`src/rtl/boton_acondicionador.sv`:
```
// Five-channel push-button conditioner: 2-flop synchroniser, counter debounce,
// single-cycle press pulse and optional auto-repeat while a button is held.
module boton_acondicionador #(
  parameter int                   N_BOTONES       = 5,
  parameter int                   DEBOUNCE_CYCLES = 1000000,
  parameter int                   REPEAT_DELAY    = 50000000,
  parameter int                   REPEAT_RATE     = 10000000,
  parameter logic [N_BOTONES-1:0] REPEAT_MASK     = 5'b01100,
  parameter int                   CNT_W           = 26
) (
  input  logic                 clk,
  input  logic                 Reset,
  input  logic [N_BOTONES-1:0] push_raw,
  input  logic                 enable,
  output logic [N_BOTONES-1:0] push_level,
  output logic [N_BOTONES-1:0] push_pulse,
  output logic                 push_any
);

  typedef enum logic [1:0] {IDLE, HOLD_DELAY, HOLD_REPEAT} estado_t;

  localparam logic [CNT_W-1:0] UNO     = CNT_W'(1);
  localparam logic [CNT_W-1:0] DB_LAST = CNT_W'(DEBOUNCE_CYCLES - 1);
  localparam logic [CNT_W-1:0] RD_LAST = CNT_W'(REPEAT_DELAY - 1);
  localparam logic [CNT_W-1:0] RR_LAST = CNT_W'(REPEAT_RATE - 1);

  logic [N_BOTONES-1:0] sync1_q, sync2_q;
  logic [N_BOTONES-1:0] level_q, level_d;
  logic [N_BOTONES-1:0] pulse_q, pulse_d;
  logic                 any_q;
  logic [CNT_W-1:0]     deb_q [N_BOTONES];
  logic [CNT_W-1:0]     deb_d [N_BOTONES];
  logic [CNT_W-1:0]     rep_q [N_BOTONES];
  logic [CNT_W-1:0]     rep_d [N_BOTONES];
  estado_t              estado_q [N_BOTONES];
  estado_t              estado_d [N_BOTONES];

  always_comb begin
    level_d = level_q;
    pulse_d = '0;
    for (int i = 0; i < N_BOTONES; i++) begin
      deb_d[i]    = deb_q[i];
      rep_d[i]    = rep_q[i];
      estado_d[i] = estado_q[i];

      if (sync2_q[i] == level_q[i]) begin
        deb_d[i] = '0;
      end else if (deb_q[i] == DB_LAST) begin
        level_d[i] = sync2_q[i];
        deb_d[i]   = '0;
      end else begin
        deb_d[i] = deb_q[i] + UNO;
      end

      // The FSM looks at level_d so the press pulse lands on the same edge as
      // the level rise, and a release suppresses any repeat due that edge.
      case (estado_q[i])
        IDLE: begin
          rep_d[i] = '0;
          if (enable && level_d[i] && !level_q[i]) begin
            pulse_d[i] = 1'b1;
            if (REPEAT_MASK[i]) estado_d[i] = HOLD_DELAY;
          end
        end
        HOLD_DELAY: begin
          if (!enable || !level_d[i]) begin
            estado_d[i] = IDLE;
            rep_d[i]    = '0;
          end else if (rep_q[i] == RD_LAST) begin
            pulse_d[i]  = 1'b1;
            rep_d[i]    = '0;
            estado_d[i] = HOLD_REPEAT;
          end else begin
            rep_d[i] = rep_q[i] + UNO;
          end
        end
        HOLD_REPEAT: begin
          if (!enable || !level_d[i]) begin
            estado_d[i] = IDLE;
            rep_d[i]    = '0;
          end else if (rep_q[i] == RR_LAST) begin
            pulse_d[i] = 1'b1;
            rep_d[i]   = '0;
          end else begin
            rep_d[i] = rep_q[i] + UNO;
          end
        end
        default: begin
          estado_d[i] = IDLE;
          rep_d[i]    = '0;
        end
      endcase
    end
  end

  always_ff @(posedge clk) begin
    if (Reset) begin
      sync1_q <= '0;
      sync2_q <= '0;
      level_q <= '0;
      pulse_q <= '0;
      any_q   <= 1'b0;
      for (int i = 0; i < N_BOTONES; i++) begin
        deb_q[i]    <= '0;
        rep_q[i]    <= '0;
        estado_q[i] <= IDLE;
      end
    end else begin
      sync1_q  <= push_raw;
      sync2_q  <= sync1_q;
      level_q  <= level_d;
      pulse_q  <= pulse_d;
      any_q    <= |pulse_d;
      deb_q    <= deb_d;
      rep_q    <= rep_d;
      estado_q <= estado_d;
    end
  end

  assign push_level = level_q;
  assign push_pulse = pulse_q;
  assign push_any   = any_q;

endmodule
```
`config.mk`:
```
export PLATFORM = sky130hd
export DESIGN_NAME = boton_acondicionador
export DESIGN_NICKNAME = d
export VERILOG_FILES = /design/src/rtl/boton_acondicionador.sv
export SDC_FILE = /design/constraint.sdc
export NUM_CORES = 1
export LEC_CHECK = 0
export ABC_AREA = 1
export BUFFER_PORTS_ARGS = -buffer_cell sky130_fd_sc_hd__buf_4
export CAP_MARGIN = 20
export CORE_MARGIN = 2
export CORE_UTILIZATION = 45
export CTS_CLUSTER_DIAMETER = 40
export DETAILED_ROUTE_END_ITERATION = 10
export SETUP_SLACK_MARGIN = 0.1
export SYNTH_ARGS = -nofsm -noshare
export SYNTH_HDL_FRONTEND = slang
export SYNTH_SLANG_ARGS = --single-unit
```
`constraint.sdc`:
```
create_clock -name clk -period 3.07 [get_ports clk]
set_input_delay 0.1535 -clock clk [delete_from_list [all_inputs] [get_ports clk]]
set_output_delay 0.1535 -clock clk [all_outputs]
set_load 0.01 [all_outputs]
```
==> impl_results.md, run 1 <==
* Outcome: finished clean
* Post-route DRC violation count at 0
* Final min period at 2.476 ns
* Skew-Pair Late Insertion Delay at 0.50 ns
* Unrepaired setup endpoints after global routing: false
* Netlist Area Pre-Place at 10490 sq um
* Source of the critical timing path: deb_q[26]
* Number of design-rule violations left by the first detailed-router iteration at 544
* Design Power at 6.973 mW
* Synth warn at 0
* Worst-Margin Slew at 0.7215 ns
* Class of the most critical hold timing path: in2reg
* Total global routing overflow at 0
* Avg Synthesized Cell Area at 6.823 sq um
* Number of detailed-routing iterations run before antenna repair at 5
* CP required at 3.48 ns
* Worst reg2reg path startpoint: deb_q[26]
* Overall track demand over capacity in global routing at 19.52%
* Clock Skews at 0.01675 ns
* Crit-path max FO at 21
* Longest Clk Path Bufs at 3
* Static leakage at 4.292 nW
* Number of cells in the design after placement at 1851
* Placeable core region at 22780 sq um
* Total of hold buffers inserted after clock tree synthesis at 11
* Data arrival time of the critical path at 2.88 ns
* Maximum number of pins on one net before global-route repair at 27
* Cell count after synthesis at 1537
* Critical path startpoint category: register
* Proportion of synthesized chip area in sequential cells at 39.52%
* HPWL after detailed placement at 16810 microns
* Layout Cells excl Fill at 1928
* Effective utilization at floorplan at 46.04%
* Hold Violations, Final at 0
* Critical Setup Path Class: reg2reg
* Routability cong. at 0.8831
* CTS H-Tree Depth at 2
* Post-Synthesis Net Count at 1560
* Post-synthesis sequential element count at 207
* Final antenna diode count at 0
* Critical path's slowest cell: sky130_fd_sc_hd__nand2_1
* Beginning of the worst hold path: enable
* Top-level port count at 19
* Remaining number of nets flagged by the antenna check after routing at 0
* Number of max-cap violations at 0
* Worst stage delay on the critical path at 0.42 ns
* Reg clk slew, reported paths at 0.05 ns
* Placement Cell Area at 10930 sq um
* Maximum ir drop on the vdd rail at 0.0004978 V
* Count of vias placed by the detailed router at 9425
* Height of the die at 156.7 microns
* Part of the cycle the worst path needs at 80.64%
* Total detailed-routing wirelength at 23040 microns
* Wire length of the first global-routing pass at 40440 microns
* Total count of max-transition violations in the final report at 0
* Power per unit of standard cell area at 564.8 nW/um^2
* Achievable Freq at 404.0 MHz
* Die Footprint at 24540 sq um
* Most common cell after layout, fill and taps aside: sky130_fd_sc_hd__nand2_1
* Share of layout cells above drive strength 1 at 8.235%
* Number of I/O port buffers at 18
* Average vias per placed instance at 4.888
* Final-layout fill cell count at 2227
* Cell at the root of the clock tree: sky130_fd_sc_hd__clkbuf_16
* Commonest cells after routing, fill and taps aside: 296 x sky130_fd_sc_hd__nand2_1, 288 x sky130_fd_sc_hd__nor2_1, 207 x sky130_fd_sc_hd__dfxtp_1
* Die X at 156.7 microns
* Post-route cell area at 12340 sq um
* Number of nets in the final layout at 1611
* Post-CTS Setup Bufs at 0
* Routed length per instance at 11.95 microns
* Post-route core utilization at 54.19%
* Vias in the first global route at 8858
* CP Capture Type: register
* Clock net sink count at 207
* Final setup viols at 0
* CTS tree: done
* Setup TNS at 0 ns
* Worst path most repeated cell: sky130_fd_sc_hd__nand2_1
* Cell chain of the critical path: ha_1 -> nand2_1 -> nor2_1 -> nand2_1 -> nor2_1 -> nand3_1 -> nand2_1 -> nand4_1 -> nand2_1 -> nand2_1 -> nor3_1
* Netlist cell types at 36
* CTS buffer count at 37
* Number of placement rows at 55
* R2R Setup Slk at 0.59 ns
* Area delta synth->final at 17.72%
* Initial antenna violation count at 0
* Count of instances resized after the clock tree is built at 0
* Slew Limit Headroom at 51.79%
report_power, final:
part | leakage [nW] | switching (mW) | internal [mW] | total, mW
Clock | 0.639 | 1.34 | 2.86 | 4.20
Sequential | 1.67 | 0.00528 | 2.70 | 2.71
Combinational | 1.98 | 0.0373 | 0.0259 | 0.0632
critical path: cells and delay by family, from the launching register on:
kind          cells  cell delay [ns]
fa+ha+maj         1             0.20
flops             1             0.37
simple gates     10             1.81
metrics by stage:
step / setup slack, ns / hold WS, ns
floorplan: 1.126 / 0.2605
global placement: 0.6882 / 0.3520
detailed placement: 0.5953 / 0.3655
CTS: 0.5705 / 0.1312
global route: 0.1441 / 0.1599
finish: 0.5945 / 0.1521
layer usage:
metal  share of wire, %  vias to the layer above  track usage, %
li1                   -                     5074               -
met1                 51                     4171           26.94
met2                 43                      145           31.00
met3                4.4                       35           3.711
met4                1.9                        0           5.723
met5                  0                        -               0
cell families (layout without fill, tap and decap cells):
group                    count (synthesis)  in the layout  synth area share (%)
flip-flops                             207            207                 39.52
adder cells (fa/ha/maj)                 15             15                 1.790
AO/OA/AOI/OAI                          104            104                 5.155
buffers and inverters                  224            302                 8.364
XOR/XNOR                                60             60                 5.011
AND/OR/NAND/NOR                        927            927                 40.16
final timing paths:
kind                                    end  cells past startpoint
worst max-delay path              rep_q[30]                     11
worst min-delay path            estado_q[3]                      5
worst max register to register    rep_q[30]                     11
worst min register to register   sync2_q[4]                      2
final cells by class:
cell class / count / area (sq um) / area share, %
clock buffer: 49 / 1064 / 8.615
clock inverter: 17 / 239.0 / 1.936
inverter: 202 / 758.2 / 6.142
multi-input combinational: 1106 / 5465 / 44.27
sequential: 207 / 4144 / 33.57
tap: 313 / 391.6 / 3.173
timing repair buffer: 34 / 282.8 / 2.291
cell usage after synthesis, drive strengths merged:
| cell | n | area [sq um] |
|---|---|---|
| buf | 8 | 66.31 |
| clkbuf | 14 | 52.55 |
| nor4b | 1 | 8.760 |
| nor3 | 91 | 460.4 |
| or4 | 1 | 7.510 |
| o31ai | 1 | 7.510 |
| nand2 | 300 | 1146 |
| a21oi | 65 | 325.3 |
| nand4 | 56 | 350.3 |
| xor2 | 40 | 350.3 |
| dfxtp | 207 | 4144 |
| a31oi | 7 | 43.79 |
| nand3 | 97 | 490.5 |
| nor3b | 24 | 180.2 |
| o21ai | 27 | 135.1 |
| and3 | 2 | 12.51 |
| nand3b | 4 | 30.03 |
| nor4 | 23 | 143.9 |
| xnor2 | 20 | 175.2 |
| o21a | 3 | 22.52 |
| or2 | 26 | 162.7 |
| inv | 202 | 758.2 |
| o22ai | 1 | 6.260 |
| ha | 15 | 187.7 |
| nor2 | 302 | 1219 |
flip-flops by register name (all words and copies together) (netlist names):
| register | flops |
|---|---|
| deb_q | 130 |
| estado_q | 4 |
| push_any | 1 |
| push_level | 5 |
| push_pulse | 5 |
| rep_q | 52 |
| sync1_q | 5 |
| sync2_q | 5 |
No activity file was read; power rests on OpenSTA's default activity.
==> run 2: changes to the inputs <==
==> constraint.sdc (replaced) <==
create_clock -name clk -period 2 [get_ports clk]
set_input_delay 0.1 -clock clk [delete_from_list [all_inputs] [get_ports clk]]
set_output_delay 0.1 -clock clk [all_outputs]
set_load 0.01 [all_outputs]
==> impl_results.md, run 2 (synthesis results as in run 1) <==
* Outcome: finished clean
* Data arrival time of the critical path at 2.21 ns (-0.67 ns)
* Number of design-rule violations left by the first detailed-router iteration at 546 (+0.37%)
* Largest register by flop count: deb_q
* CP Capture Type: register
* Slew Limit Headroom at 65.30% (+14 points)
* Reg clk slew, reported paths at 0.05 ns (about the same)
* Die Footprint at 24540 sq um (unchanged)
* Power per unit of standard cell area at 791.9 nW/um^2 (+40%)
* Initial antenna violation count at 1 (+1)
* HPWL after detailed placement at 17610 microns (+4.8%)
* Share of layout cells above drive strength 1 at 21.48% (+13 points)
* Average vias per placed instance at 4.962 (+1.5%)
* Count of vias placed by the detailed router at 10013 (+6.2%)
* Maximum number of pins on one net before global-route repair at 27 (unchanged)
* Longest Clk Path Bufs at 3 (unchanged)
* Total detailed-routing wirelength at 25500 microns (+11%)
* Max reg flops at 130 (unchanged)
* CTS tree: done
* Number of detailed-routing iterations run before antenna repair at 5 (unchanged)
* Effective utilization at floorplan at 46.04% (unchanged)
* Total count of max-transition violations in the final report at 0 (unchanged)
* Area occupied by registers at 4174 sq um (+0.72%)
* CP required at 2.40 ns (-1.08 ns)
* Critical Setup Path Class: reg2reg
* Number of max-cap violations at 0 (unchanged)
* Commonest cells after routing, fill and taps aside: 271 x sky130_fd_sc_hd__nand2_1, 248 x sky130_fd_sc_hd__nor2_1, 194 x sky130_fd_sc_hd__inv_1
* Area delta synth->final at 31.18%
* Worst setup timing slack at the placement stage at -0.07575 ns (-0.6711 ns)
* Setup TNS at 0 ns (unchanged)
* Number of I/O port buffers at 18 (unchanged)
* Final min period at 1.816 ns (-0.6599 ns)
* Cell chain of the critical path: ha_4 -> nand2_2 -> inv_2 -> nand2_4 -> buf_4 -> nor2_4 -> buf_4 -> nand4_1 -> nor3_1 -> nand2_1 -> nor3b_1
* Unrepaired setup endpoints after global routing: true
* Worst-Margin Slew at 0.5157 ns (-0.2058 ns)
* Largest regs: deb_q x130, rep_q x52
* Final-layout fill cell count at 2160 (-3.0%)
* Routed length per instance at 12.64 microns (+5.8%)
* Achievable Freq at 550.8 MHz (+36%)
* CTS H-Tree Depth at 2 (unchanged)
* Routability cong. at 0.8637 (-2.2%)
* Cell at the root of the clock tree: sky130_fd_sc_hd__clkbuf_16
* Final setup viols at 0 (unchanged)
* Skew-Pair Late Insertion Delay at 0.52 ns (+0.02 ns)
* Kind of cell adding the most delay to the critical path: simple AND/OR/NAND/NOR gates
* Part of the cycle the worst path needs at 90.78% (+10 points)
* Remaining number of nets flagged by the antenna check after routing at 0 (unchanged)
* Die X at 156.7 microns (unchanged)
* Post-route core utilization at 60.39% (+6.2 points)
* Worst hold slack across all endpoints at 0.08545 ns (-0.06662 ns)
* Most common cell after layout, fill and taps aside: sky130_fd_sc_hd__nand2_1
* Final worst-path setup slack at 0.1844 ns (-0.4101 ns)
* Post-route DRC violation count at 0 (unchanged)
* Total global routing overflow at 0 (unchanged)
* Class of the most critical hold timing path: in2reg
* Height of the die at 156.7 microns (unchanged)
* Area taken by multi-input logic gates at 6108 sq um (+12%)
* CTS buffer count at 39 (+5.4%)
* Worst path most repeated cell: sky130_fd_sc_hd__buf_4
* Static leakage at 4.847 nW (+13%)
* Crit path buffers/inverters at 3 (+3)
* Maximum ir drop on the vdd rail at 0.0007987 V (+60%)
* Number of nets in the final layout at 1699 (+5.5%)
* Crit-path max FO at 3 (-86%)
* Wire length of the first global-routing pass at 42300 microns (+4.6%)
* Placeable core region at 22780 sq um (unchanged)
* Vias in the first global route at 9351 (+5.6%)
* Top-level port count at 19 (unchanged)
* Clock net sink count at 207 (unchanged)
* Overall track demand over capacity in global routing at 20.63% (+1.1 points)
* Hold Violations, Final at 0 (unchanged)
* Critical path's slowest cell: sky130_fd_sc_hd__dfxtp_2
* Number of placement rows at 55 (unchanged)
* Worst stage delay on the critical path at 0.34 ns (-0.08 ns)
* Critical path startpoint category: register
* Clock Skews at 0.02308 ns (+0.006329 ns)
* Design Power at 10.89 mW (+56%)
-- run 2: layout make-up --
type,instances,area share [%]
Clock inverter,24,2.110
Timing Repair Buffer,117,7.186
Inverter,202,5.539
Tap cell,313,2.847
Clock buffer,45,7.550
Multi-Input combinational cell,1109,44.41
Sequential cell,207,30.34
Antenna cell,1,0.01819
-- run 2: final timing paths --
check / startpoint / end / slack [ns] / cells after the start
hold reg to reg: sync1_q[1] / sync2_q[1] / 0.40 / 2
hold / removal: enable / estado_q[3] / 0.09 / 5
setup reg to reg: deb_q[52] / deb_q[74] / 0.18 / 11
setup / recovery: deb_q[52] / deb_q[74] / 0.18 / 11
-- run 2: per-layer routing --
layer  vias to the layer above  wire length (microns)  global-route usage [%]
li1                       5258                      -                       -
met2                       175                  11760                   34.40
met5                         -                      0                       0
met3                        48                   1200                   3.739
met4                         0                    542                   6.160
met1                      4532                  11990                   27.21
-- run 2: what timing repair did --
item | CTS | global route
pin swaps | 6 | 41
cloned | 2 | 4
hold buffers | 7 | 0
buffers inserted | 4 | 15
hold endpoints to repair | 8 | 0
endpoints found under the setup margin | 64 | 112
gates resized for setup | 22 | 155
-- run 2: worst min-delay path, cell delays in order --
cell and delay (ns):
sky130_fd_sc_hd__buf_4 0.17, sky130_fd_sc_hd__nand3_1 0.09, sky130_fd_sc_hd__nand4_1 0.09, sky130_fd_sc_hd__nand2_1 0.07
sky130_fd_sc_hd__nor2_1 0.03
-- run 2: per-stage QoR --
step / cells / instance area (sq um)
after floorplan: 1537 / 10490
after global placement: 1916 / 11480
after detailed placement: 1916 / 11480
after CTS: 1998 / 13000
after global routing: 2017 / 13750
final: 2018 / 13760
-- run 2: power breakdown --
group / switching (mW) / internal, mW
clock network: 2.25 / 4.38
logic: 0.0633 / 0.0454
registers: 0.00778 / 4.14
==> run 3: changes to the inputs <==
--- a/config.mk
+++ b/config.mk
@@ -5,7 +5,7 @@
 export SDC_FILE = /design/constraint.sdc
 export NUM_CORES = 1
 export LEC_CHECK = 0
-export ABC_AREA = 1
+export ABC_CLOCK_PERIOD_IN_PS = 2000
 export BUFFER_PORTS_ARGS = -buffer_cell sky130_fd_sc_hd__buf_4
 export CAP_MARGIN = 20
 export CORE_MARGIN = 2
==> impl_results.md, run 3 <==
* Critical path startpoint category: register
* Netlist cell types at 48 (+33%)
* Largest register by flop count: deb_q
* Layout Cells excl Fill at 1542 (-24%)
* Design Power at 10.52 mW (-3.4%)
* Maximum number of pins on one net before global-route repair at 27 (unchanged)
* Area taken by multi-input logic gates at 5119 sq um (-16%)
* Placeable core region at 19650 sq um (-14%)
* Count of vias placed by the detailed router at 7705 (-23%)
* Crit-path max FO at 2 (-1)
* Data arrival time of the critical path at 2.74 ns (+0.53 ns)
* Post-route core utilization at 64.34% (+4.0 points)
* Total detailed-routing wirelength at 20110 microns (-21%)
* Proportion of synthesized chip area in sequential cells at 45.63% (+6.1 points)
* Outcome: finished with violations
* Longest Clk Path Bufs at 3 (unchanged)
* Total global routing overflow at 0 (unchanged)
* Critical Setup Path Class: reg2reg
* Netlist Area Pre-Place at 9082 sq um (-13%)
* Number of max-cap violations at 0 (unchanged)
* Routability cong. at 0.8007 (-7.3%)
* Setup TNS at -23.97 ns (-23.97 ns)
* Max reg flops at 130 (unchanged)
* Number of detailed-routing iterations run before antenna repair at 4 (-1)
* Cell at the root of the clock tree: sky130_fd_sc_hd__clkbuf_16
* Post-synthesis sequential element count at 207 (unchanged)
* HPWL after detailed placement at 12750 microns (-28%)
* Number of enable-type register cells in the synthesized netlist at 0 (unchanged)
* Count leader, synth: sky130_fd_sc_hd__nor2_1
* CTS tree: done
* Most frequent cells after synthesis: 220 x sky130_fd_sc_hd__nor2_1, 207 x sky130_fd_sc_hd__dfxtp_1, 83 x sky130_fd_sc_hd__xor2_1
* Share of layout cells above drive strength 1 at 25.69% (+4.2 points)
* Post-route cell area at 12650 sq um (-8.1%)
* Part of the cycle the worst path needs at 118.3% (+27 points)
* Hold Violations, Final at 0 (unchanged)
* Wire length of the first global-routing pass at 33640 microns (-20%)
* Slew Limit Headroom at 70.75% (+5.4 points)
* Routed length per instance at 13.04 microns (+3.2%)
* Number of design-rule violations left by the first detailed-router iteration at 276 (-49%)
* CP required at 2.38 ns (-0.02 ns)
* CTS buffer count at 35 (-10%)
* Worst-Margin Slew at 0.4375 ns (-0.07817 ns)
* Avg Synthesized Cell Area at 8.691 sq um (+27%)
* Number of nets in the final layout at 1273 (-25%)
* Overall track demand over capacity in global routing at 18.55% (-2.1 points)
* Die Footprint at 21340 sq um (-13%)
* Area occupied by registers at 4156 sq um (-0.42%)
* Synth area leader: sky130_fd_sc_hd__dfxtp_1
* Clock net sink count at 207 (unchanged)
* Worst setup timing slack at the placement stage at -0.4159 ns (-0.3402 ns)
* Placement Cell Area at 10680 sq um (-6.9%)
* Skew-Pair Late Insertion Delay at 0.51 ns (about the same)
* Unrepaired setup endpoints after global routing: true
* Achievable Freq at 422.8 MHz (-23%)
* Number of cells in the design after placement at 1451 (-24%)
* Top cells by area in the synthesized netlist: sky130_fd_sc_hd__dfxtp_1 46%, sky130_fd_sc_hd__nor2_1 9.1%, sky130_fd_sc_hd__xor2_1 8.0%
* Final setup viols at 84 (+84)
* Die X at 146.1 microns (-6.8%)
* Final-layout fill cell count at 1676 (-22%)
* Share of flip-flops with an asynchronous set or reset at 0% (unchanged)
* Number of placement rows at 51 (-7.3%)
* Maximum ir drop on the vdd rail at 0.0005955 V (-25%)
* Class of the most critical hold timing path: in2reg
* Static leakage at 4.506 nW (-7.0%)
* Final min period at 2.365 ns (+0.5494 ns)
* Total count of max-transition violations in the final report at 0 (unchanged)
* CP Capture Type: register
* Largest regs: deb_q x130, rep_q x52
* Height of the die at 146.1 microns (-6.8%)
* Cell count after synthesis at 1045 (-32%)
* Post-Synthesis Net Count at 1068 (-32%)
* Remaining number of nets flagged by the antenna check after routing at 0 (unchanged)
* Worst hold slack across all endpoints at 0.06469 ns (-0.02077 ns)
* Number of I/O port buffers at 18 (unchanged)
* Synth warn at 0 (unchanged)
* Average vias per placed instance at 4.997 (+0.70%)
* Final worst-path setup slack at -0.3650 ns (-0.5494 ns)
* Clock Skews at 0.02259 ns (-0.0004954 ns)
* Effective utilization at floorplan at 46.21% (+0.18 points)
* Post-route DRC violation count at 0 (unchanged)
* Vias in the first global route at 7455 (-20%)
* Top-area cell type share of the netlist area at 45.63% (+6.1 points)
* Top-level port count at 19 (unchanged)
* Initial antenna violation count at 0 (-1)
* Power per unit of standard cell area at 832.1 nW/um^2 (+5.1%)
* Area delta synth->final at 39.23%
* Top FF cell, synth: sky130_fd_sc_hd__dfxtp_1
* CTS H-Tree Depth at 2 (unchanged)
* Violations in the final reports: setup timing
* Commonest cells after routing, fill and taps aside: 197 x sky130_fd_sc_hd__nor2_1, 197 x sky130_fd_sc_hd__dfxtp_1, 158 x sky130_fd_sc_hd__buf_4
* Reg clk slew, reported paths at 0.05 ns (about the same)
* Final antenna diode count at 0 (-1)
## run 3: cell count changes after synthesis, sizes merged, moves of 51 or more
cell   previous run  this run
nor3             91        31
xnor2            20        80
nor2            302       220
inv             202        29
a21oi            65        14
nand2           300        75
## run 3: path summary, 6_finish.rpt
kind	from	to	slack [ns]	depth (start not counted)
worst min register to register	sync1_q[0]	sync2_q[0]	0.44	1
worst min-delay path	Reset	estado_q[2]	0.06	3
worst max-delay path	deb_q[33]	push_any	-0.37	6
worst max register to register	deb_q[33]	push_any	-0.37	6
## run 3: what timing repair did
item / 4_1_cts / 5_1_grt
buffers inserted: 11 / 6
pin swaps: 27 / 25
gates cloned: 6 / 2
resized for setup: 27 / 68
hold buffers: 5 / 0
endpoints found under the hold margin: 5 / 0
setup endpoints to repair: 88 / 153
## run 3: cells by family (layout without fill, tap and decap cells)
family | Yosys count | count (layout) | share of synthesized area (%)
multiplexers | 3 | 3 | 0.3306
flip-flops | 207 | 207 | 45.63
buffers and inverters | 49 | 281 | 2.080
AO/OA/AOI/OAI | 45 | 45 | 3.513
XOR/XNOR | 163 | 163 | 15.72
AND/OR/NAND/NOR | 563 | 563 | 30.67
adder cells (fa/ha/maj) | 15 | 15 | 2.066
## run 3: layout make-up
| cell class | count | share of cell area (%) |
|---|---|---|
| clock inverter | 23 | 2.543 |
| timing repair buffer | 188 | 13.37 |
| clock buffer | 41 | 7.262 |
| tap | 265 | 2.622 |
| inverter | 29 | 0.8608 |
| multi-input combinational | 789 | 40.48 |
| sequential | 207 | 32.87 |
## run 3: power breakdown
group	total [mW]	switching [mW]	internal [mW]	leakage, nW
registers	4.15	0.00624	4.14	1.67
clock network	6.27	2.14	4.13	0.595
logic	0.109	0.0549	0.0542	2.24
total	10.5	2.20	8.32	4.51
## run 3: metal layers
| layer | vias up | share of wire [%] | global-route usage [%] | routed length [microns] |
|---|---|---|---|---|
| li1 | 3996 | - | - | - |
| met1 | 3569 | 47 | 23.86 | 9478 |
| met2 | 109 | 47 | 30.90 | 9427 |
| met3 | 31 | 4.0 | 3.781 | 809 |
| met4 | 0 | 1.9 | 6.845 | 389 |
| met5 | - | 0 | 0 | 0 |
## run 3: worst max-delay path: stages (launching register included)
cell and delay [ns]:
sky130_fd_sc_hd__dfxtp_2 0.32, sky130_fd_sc_hd__or4b_1 0.52, sky130_fd_sc_hd__or4_4 0.51, sky130_fd_sc_hd__o31ai_4 0.22, sky130_fd_sc_hd__a21o_4 0.16, sky130_fd_sc_hd__a311oi_2 0.04, sky130_fd_sc_hd__or4_1 0.47
